$ cat config.mk
export PLATFORM = sky130hd
export DESIGN_NAME = mux4_rr_arbiter
export DESIGN_NICKNAME = d
export VERILOG_FILES = /design/src/rtl/mux4_rr_arbiter.sv
export SDC_FILE = /design/constraint.sdc
export NUM_CORES = 1
export LEC_CHECK = 0
export ABC_AREA = 1
export ABC_CLOCK_PERIOD_IN_PS = 2600
export BUFFER_PORTS_ARGS = -buffer_cell sky130_fd_sc_hd__buf_2
export CAP_MARGIN = 20
export CORE_MARGIN = 2
export CORE_UTILIZATION = 30
export DETAILED_ROUTE_END_ITERATION = 12
export RECOVER_POWER = 25
export SYNTH_ARGS = -nofsm -noshare
export SYNTH_HDL_FRONTEND = slang
export SYNTH_SLANG_ARGS = --single-unit
$ cat constraint.sdc
create_clock -name clk -period 2.6 [get_ports clk]
set_input_delay 0.39 -clock clk [delete_from_list [all_inputs] [get_ports clk]]
set_output_delay 0.39 -clock clk [all_outputs]
set_load 0.02 [all_outputs]
$ cat src/rtl/mux4_rr_arbiter.sv
// Round-robin arbiter for four requesters feeding a 4:1 mux select.
// A grant is held for at least DWELL cycles before done or a dropped request can release it.
//
//   state | meaning
//   IDLE  | no grant active; gnt=0, select holds the last index
//   GRANT | one channel owns the mux; cnt counts cycles held
module mux4_rr_arbiter #(
    parameter int DWELL = 4
) (
    input  logic       clk,
    input  logic       rst,
    input  logic [3:0] req,
    input  logic       done,
    output logic [3:0] gnt,
    output logic       s1,
    output logic       s0,
    output logic       valid
);

    localparam logic [3:0] CNT_LAST = 4'(DWELL - 1);

    typedef enum logic {
        IDLE  = 1'b0,
        GRANT = 1'b1
    } state_t;

    state_t     state, state_next;
    logic [1:0] ptr, ptr_next;
    logic [1:0] sel, sel_next;
    logic [3:0] cnt, cnt_next;
    logic [3:0] gnt_next;
    logic [1:0] pick;
    logic       pick_ok;
    logic       release_now;
    logic       take_grant;

    // Search ptr+1 .. ptr+4; the last candidate is ptr itself, so the
    // current grantee only wins again when it is the sole requester.
    always_comb begin : rr_search
        logic [1:0] cand;
        pick    = ptr;
        pick_ok = 1'b0;
        cand    = ptr;
        for (int k = 1; k <= 4; k++) begin
            cand = ptr + 2'(k);
            if (!pick_ok && req[cand]) begin
                pick    = cand;
                pick_ok = 1'b1;
            end
        end
    end

    // In GRANT, ptr always equals the grantee index.
    assign release_now = (state == GRANT) && (cnt == CNT_LAST) && (done || !req[ptr]);
    assign take_grant  = ((state == IDLE) || release_now) && pick_ok;

    always_comb begin
        state_next = state;
        ptr_next   = ptr;
        sel_next   = sel;
        cnt_next   = cnt;
        gnt_next   = gnt;
        if (take_grant) begin
            state_next = GRANT;
            ptr_next   = pick;
            sel_next   = pick;
            cnt_next   = 4'd0;
            gnt_next   = 4'b0001 << pick;
        end else if (release_now) begin
            state_next = IDLE;
            gnt_next   = 4'b0000;
        end else if ((state == GRANT) && (cnt != CNT_LAST)) begin
            cnt_next = cnt + 4'd1;
        end
    end

    always_ff @(posedge clk) begin
        if (rst) begin
            state <= IDLE;
            ptr   <= 2'd3;
            sel   <= 2'd0;
            cnt   <= 4'd0;
            gnt   <= 4'b0000;
        end else begin
            state <= state_next;
            ptr   <= ptr_next;
            sel   <= sel_next;
            cnt   <= cnt_next;
            gnt   <= gnt_next;
        end
    end

    assign s1    = sel[1];
    assign s0    = sel[0];
    assign valid = |gnt;

endmodule

-- After elaboration in Yosys (flattened, before gate mapping)
Index checks and enable logic that the tools add are counted.
- input port bits: 7
- register bits: 13
- word-level logic and storage cells: 55
- output and inout port bits: 7
- shifts and indexed selects: 1
- reductions and logical operators: 17
- $add $sub $neg: 4
- order comparisons: 4
- muxes and demuxes: 20
- bitwise operators: 2
- equality and inequality tests: 2
- operator list (cell ; number):
    2-bit by 3-bit less-than comparator with 1-bit output (second input constant) ; 4
    1-bit 2-to-1 mux ; 10
    1-bit binary-select mux with 2-bit select ; 4
    2-bit 2-to-1 mux ; 4
    4-bit 2-to-1 mux ; 2
    1-bit logical AND ; 7
    2-bit adder (second input constant) ; 2
    4-bit by 1-bit adder with 4-bit output (second input constant) ; 1
    4-bit by 2-bit equality test with 1-bit output (second input constant) ; 1
    1-bit logical NOT ; 4
    4-bit by 2-bit != test with 1-bit output (second input constant) ; 1
    4-bit OR reduction ; 1
    1-bit by 2-bit left shift with 4-bit output (first input constant) ; 1
    2-bit by 1-bit adder with 2-bit output (second input constant) ; 1
    1-bit logical OR ; 2
    1-bit inverter ; 2
    2-bit AND reduction ; 1
    2-bit nonzero test ; 1
    2-bit OR reduction ; 1

-- Logic depth before layout (Yosys ltp)
- depth after elaboration: 15
- depth in mapped cells: 13
- depth with buffers taken out: 12

-- Least setup slack after synthesis
OpenSTA, ideal clock, no wires.
- path type: reg2reg
- start: reg ptr[0]
- end: reg sel[0]
- path buffers: 1
- stages on the path, launching flop included: 12
- required time: 2484 ps
- arrival time: 1337 ps
- slack: 1148 ps
- period minus slack after synthesis: 1452 ps
- setup time: 116 ps
- cells stage by stage: dfxtp_1 > buf_6 > inv_6 > nand2_1 > nand3_1 > nand2_2 > o21ai_2 > nand2_2 > nand2_4 > inv_2 > o21ai_1 > nor2_1
- word-level cells in the longest chain between the ends: 14
- elaborated cells between the ends (all ways): 30
- classes of those cells: add/sub (3); mux (16); reduce/logical (11)
- RTL lines (element ; RTL line ; text):
    start: declaration ; 28 ; logic [1:0] ptr, ptr_next;
    start signal: assignment ; 86 ; ptr <= ptr_next;
    2-bit by 1-bit adder with 2-bit output ; 45 ; cand = ptr + 2'(k);
    1-bit binary-select mux with 2-bit select ; 46 ; if (!pick_ok && req[cand]) begin
    1-bit 2-to-1 mux (not written as such) ; 46 ;
    1-bit 2-to-1 mux ; 46 ;
    1-bit logical NOT ; 46 ;
    1-bit logical AND ; 46 ;
    1-bit 2-to-1 mux ; 46 ;
    1-bit logical NOT ; 46 ;
    1-bit logical AND ; 46 ;
    1-bit 2-to-1 mux ; 46 ;
    1-bit logical NOT ; 46 ;
    1-bit logical AND ; 46 ;
    1-bit 2-to-1 mux ; 46 ;
    1-bit logical AND ; 55 ; assign take_grant = ((state == IDLE) || release_now) && pick_ok;
    end signal: assignment ; 87 ; sel <= sel_next;
    end: declaration ; 29 ; logic [1:0] sel, sel_next;
Parallel ways exist; a longest one is shown, timed or not. The select of a mux whose other input is x is not followed.
A chain may end at the register's enable or synchronous reset.

-- Worst setup path in the final report
Ends and elaborated chain as after synthesis.

==> impl_metrics.py <==
metrics = {
    "placed_design": {
        "io_buffers": 13,
        "hpwl_mm": 1.51,
        "place.gp.congestion": 0.828,
        "place_inst": 172,
        "pre_cts_slack_ps": 829,
        "place_area_um2": 957,
    },
    "layout": {
        "fin_area_um2": 978,
        "syn_to_final_growth_pct": 12.5,
        "drive_above_1_share": 0.269,
        "fillers": 305,
        "multi_input_area_um2": 549,
        "ff_latch_area_um2": 260,
        "final_cells": 176,
        "fin_nets": 154,
        "diodes": 0,
    },
    "global_route": {
        "grt_pass1_wl_mm": 3.27,
        "grt_max_degree": 11,
        "grt_pass1_vias": 804,
        "overflow": 0,
        "track_usage": 0.124,
        "antenna_found_initial": 0,
    },
    "run_status": {
        "status": "finished clean",
    },
    "clock_tree": {
        "path_clk_slew_ps": 80,
        "cts_made_buffers": 3,
        "clock_path_buffers": 2,
        "h-tree-depth": 1,
        "ctsResizeCount": 0,
        "cts.sinks": 13,
        "cts_tree": "yes",
        "postCtsSetupRepairBufs": 0,
        "cts_hold_buf": 0,
        "cts_root_buffer": "clkbuf_4",
        "clock_latency_ps": 280,
    },
    "sta": {
        "tns_ps": 0,
        "min_period_over_period": 0.677,
        "relSlewSlack": 0.730,
        "rsz0062_at_grt": "false",
        "setup_violations": 0,
        "finalWorstSetupSlack_ps": 840,
        "drv_slew": 0,
        "period_needed_ps": 1760,
        "clock.fmax_mhz": 568,
        "fin_skew_ps": 3.25,
        "tightest_slew_ps": 405,
        "hold_violations": 0,
    },
    "power": {
        "comb_power_share": 0.642,
        "power_density_nw_per_um2": 1330,
        "ir_worst_vdd_mv": 0.650,
        "totalPowerFinal_mw": 1.30,
        "sequentialPowerShare": 0.262,
        "sw_frac_of_total": 0.544,
        "pwr-share-clk": 0.096,
        "switchingPower_mw": 0.709,
        "p_leak_nw": 0.457,
        "intPower_mw": 0.594,
    },
    "synthesis": {
        "synthTopCellsByArea": "dfxtp_1 (30%), nand2_1 (19%), nand3_1 (9.8%)",
        "post-synth-top-area-fraction": 0.299,
        "async_reset_ff_frac": 0,
        "synthCells": 130,
        "ys_types": 25,
        "yosysSeqAreaShare": 0.299,
        "ys_seq_elements": 13,
        "syn_area_per_cell_um2": 6.69,
        "yosysWarnings": 0,
        "synth_top_area_cell": "dfxtp_1",
        "synthFlopType": "dfxtp_1",
        "syn-cell-area_um2": 870,
        "synth.most_common_cell": "nand2_1",
        "synth_common_cells": "nand2_1 (45), nand3_1 (17), dfxtp_1 (13)",
        "syn_nets": 138,
        "synth_edf_count": 0,
    },
    "critical_path": {
        "critPathKind": "reg2reg",
        "end_kind": "register",
        "max_stage_delay_ps": 570,
        "cp_slowest_cell": "dfxtp_1",
        "r2r_start": "ptr[0]$_SDFFE_PP1P_",
        "critPathRequiredTime_ps": 2780,
        "cp_cell_sequence": "nand2_1 -> nand3_1 -> nand2_2 -> o21ai_2 -> nand2_2 -> nand2_4 -> inv_2 -> o21ai_1 -> nor2_1",
        "crit_path_end": "sel[0]$_SDFFE_PP0P_",
        "crit_arrival_ps": 1940,
        "crit_top_cell": "nand2_2",
        "cp-startpoint": "ptr[0]$_SDFFE_PP1P_",
        "worstRegToRegCells": 9,
        "rrSetupSlack_ps": 840,
        "r2r_end": "sel[0]$_SDFFE_PP0P_",
        "worstPathMaxFanout": 10,
        "start_kind": "register",
    },
    "min_path": {
        "hold_class": "in2reg",
    },
    "routing": {
        "via_per_inst": 4.90,
        "postRouteAntennaNets": 0,
        "wl_per_cell_um": 10.5,
        "via_count": 862,
        "drt-initial-drc-count": 25,
        "wl_mm": 1.85,
        "drt_pass1_iterations": 4,
        "route.detailed.drc": 0,
    },
    "floorplanning": {
        "io_pins": 14,
        "die_x_um": 57.8,
        "core_area_um2": 2760,
        "die_area_um2": 3350,
        "start_util": 0.315,
        "num_rows": 19,
        "fp.dieH_um": 57.8,
    },
    "flow_run": {
        "maxCapViolCount": 0,
    },
}
[state kept, by name, indices dropped and copies added, names as in the netlist]
register  flops
gnt           4
cnt           4
state         1
sel           2
ptr           2
[cell usage in the layout, fill, tap and decap left out]
master,instances
nand2_1,45
nand3_1,17
dfxtp_1,13
nand2_2,11
a21oi_1,9
buf_2,8
inv_1,5
nor2_1,5
clkbuf_1,5
inv_2,3
nand2_4,3
o21ai_1,3
clkbuf_4,3
clkinv_2,2
nor2_2,2
or4_1,1
inv_6,1
nor2_4,1
nand3_2,1
o21ai_2,1
nand3_4,1
nand4_1,1
o211ai_2,1
xor2_1,1
or2_2,1
ha_1,1
[worst max-delay path, delay by kind of cell (launching register included)]
family,cells,cell delay [ps]
flip-flops,1,570
buffers and inverters,1,80
AND/OR/NAND/NOR,6,660
AO/OA/AOI/OAI,2,340
[per-stage QoR]
step,utilization,hold WS (ps)
CTS,0.357,355
global route,0.355,369
floorplan,-,450
global placement,0.347,465
finish,0.355,373
detailed placement,0.347,460
[final cells by class]
cell class / instances / share of cell area
clock buffers: 3 / 0.0230
repair buffers: 13 / 0.0601
well taps: 31 / 0.0396
clock inverters: 1 / 0.00512
inverters: 10 / 0.0448
multi-input cells: 105 / 0.561
flip-flops and latches: 13 / 0.266
[layer usage]
metal,global-route usage,vias up,wire length (µm)
li1,-,456,-
met1,0.140,389,828
met2,0.214,13,924
met3,0.0357,4,55
met4,0.0565,0,37
met5,0,-,0
[worst min-delay path by stage]
stage	slack, ps	start	endpoint	cells past startpoint
3_3_place_gp	460	sel[1]$_SDFFE_PP0P_	sel[1]$_SDFFE_PP0P_	2
2_1_floorplan	450	cnt[2]$_SDFFE_PP0P_	cnt[2]$_SDFFE_PP0P_	2
5_1_grt	370	rst	gnt[3]$_SDFFE_PP0P_	2
6_report	370	rst	gnt[2]$_SDFFE_PP0P_	2
4_1_cts	350	rst	sel[1]$_SDFFE_PP0P_	2
3_5_place_dp	460	sel[1]$_SDFFE_PP0P_	sel[1]$_SDFFE_PP0P_	2
[cell families after synthesis]
| family | count (synthesis) | synth area share |
|---|---|---|
| compound gates | 14 | 0.0935 |
| simple gates | 89 | 0.514 |
| buf+inv | 12 | 0.0691 |
| fa+ha+maj | 1 | 0.0144 |
| xor+xnor | 1 | 0.0101 |
| flops | 13 | 0.299 |
[power by group through the flow]
stage	sequential (mW)	clock, mW	combinational, mW
3_5_place_dp	0.344	0	0.851
5_1_grt	0.352	0.141	0.934
4_1_cts	0.340	0.131	0.852
2_1_floorplan	0.374	0	0.645
6_report	0.341	0.125	0.837
3_3_place_gp	0.341	0	0.846
No activity file was read; power rests on OpenSTA's default activity.
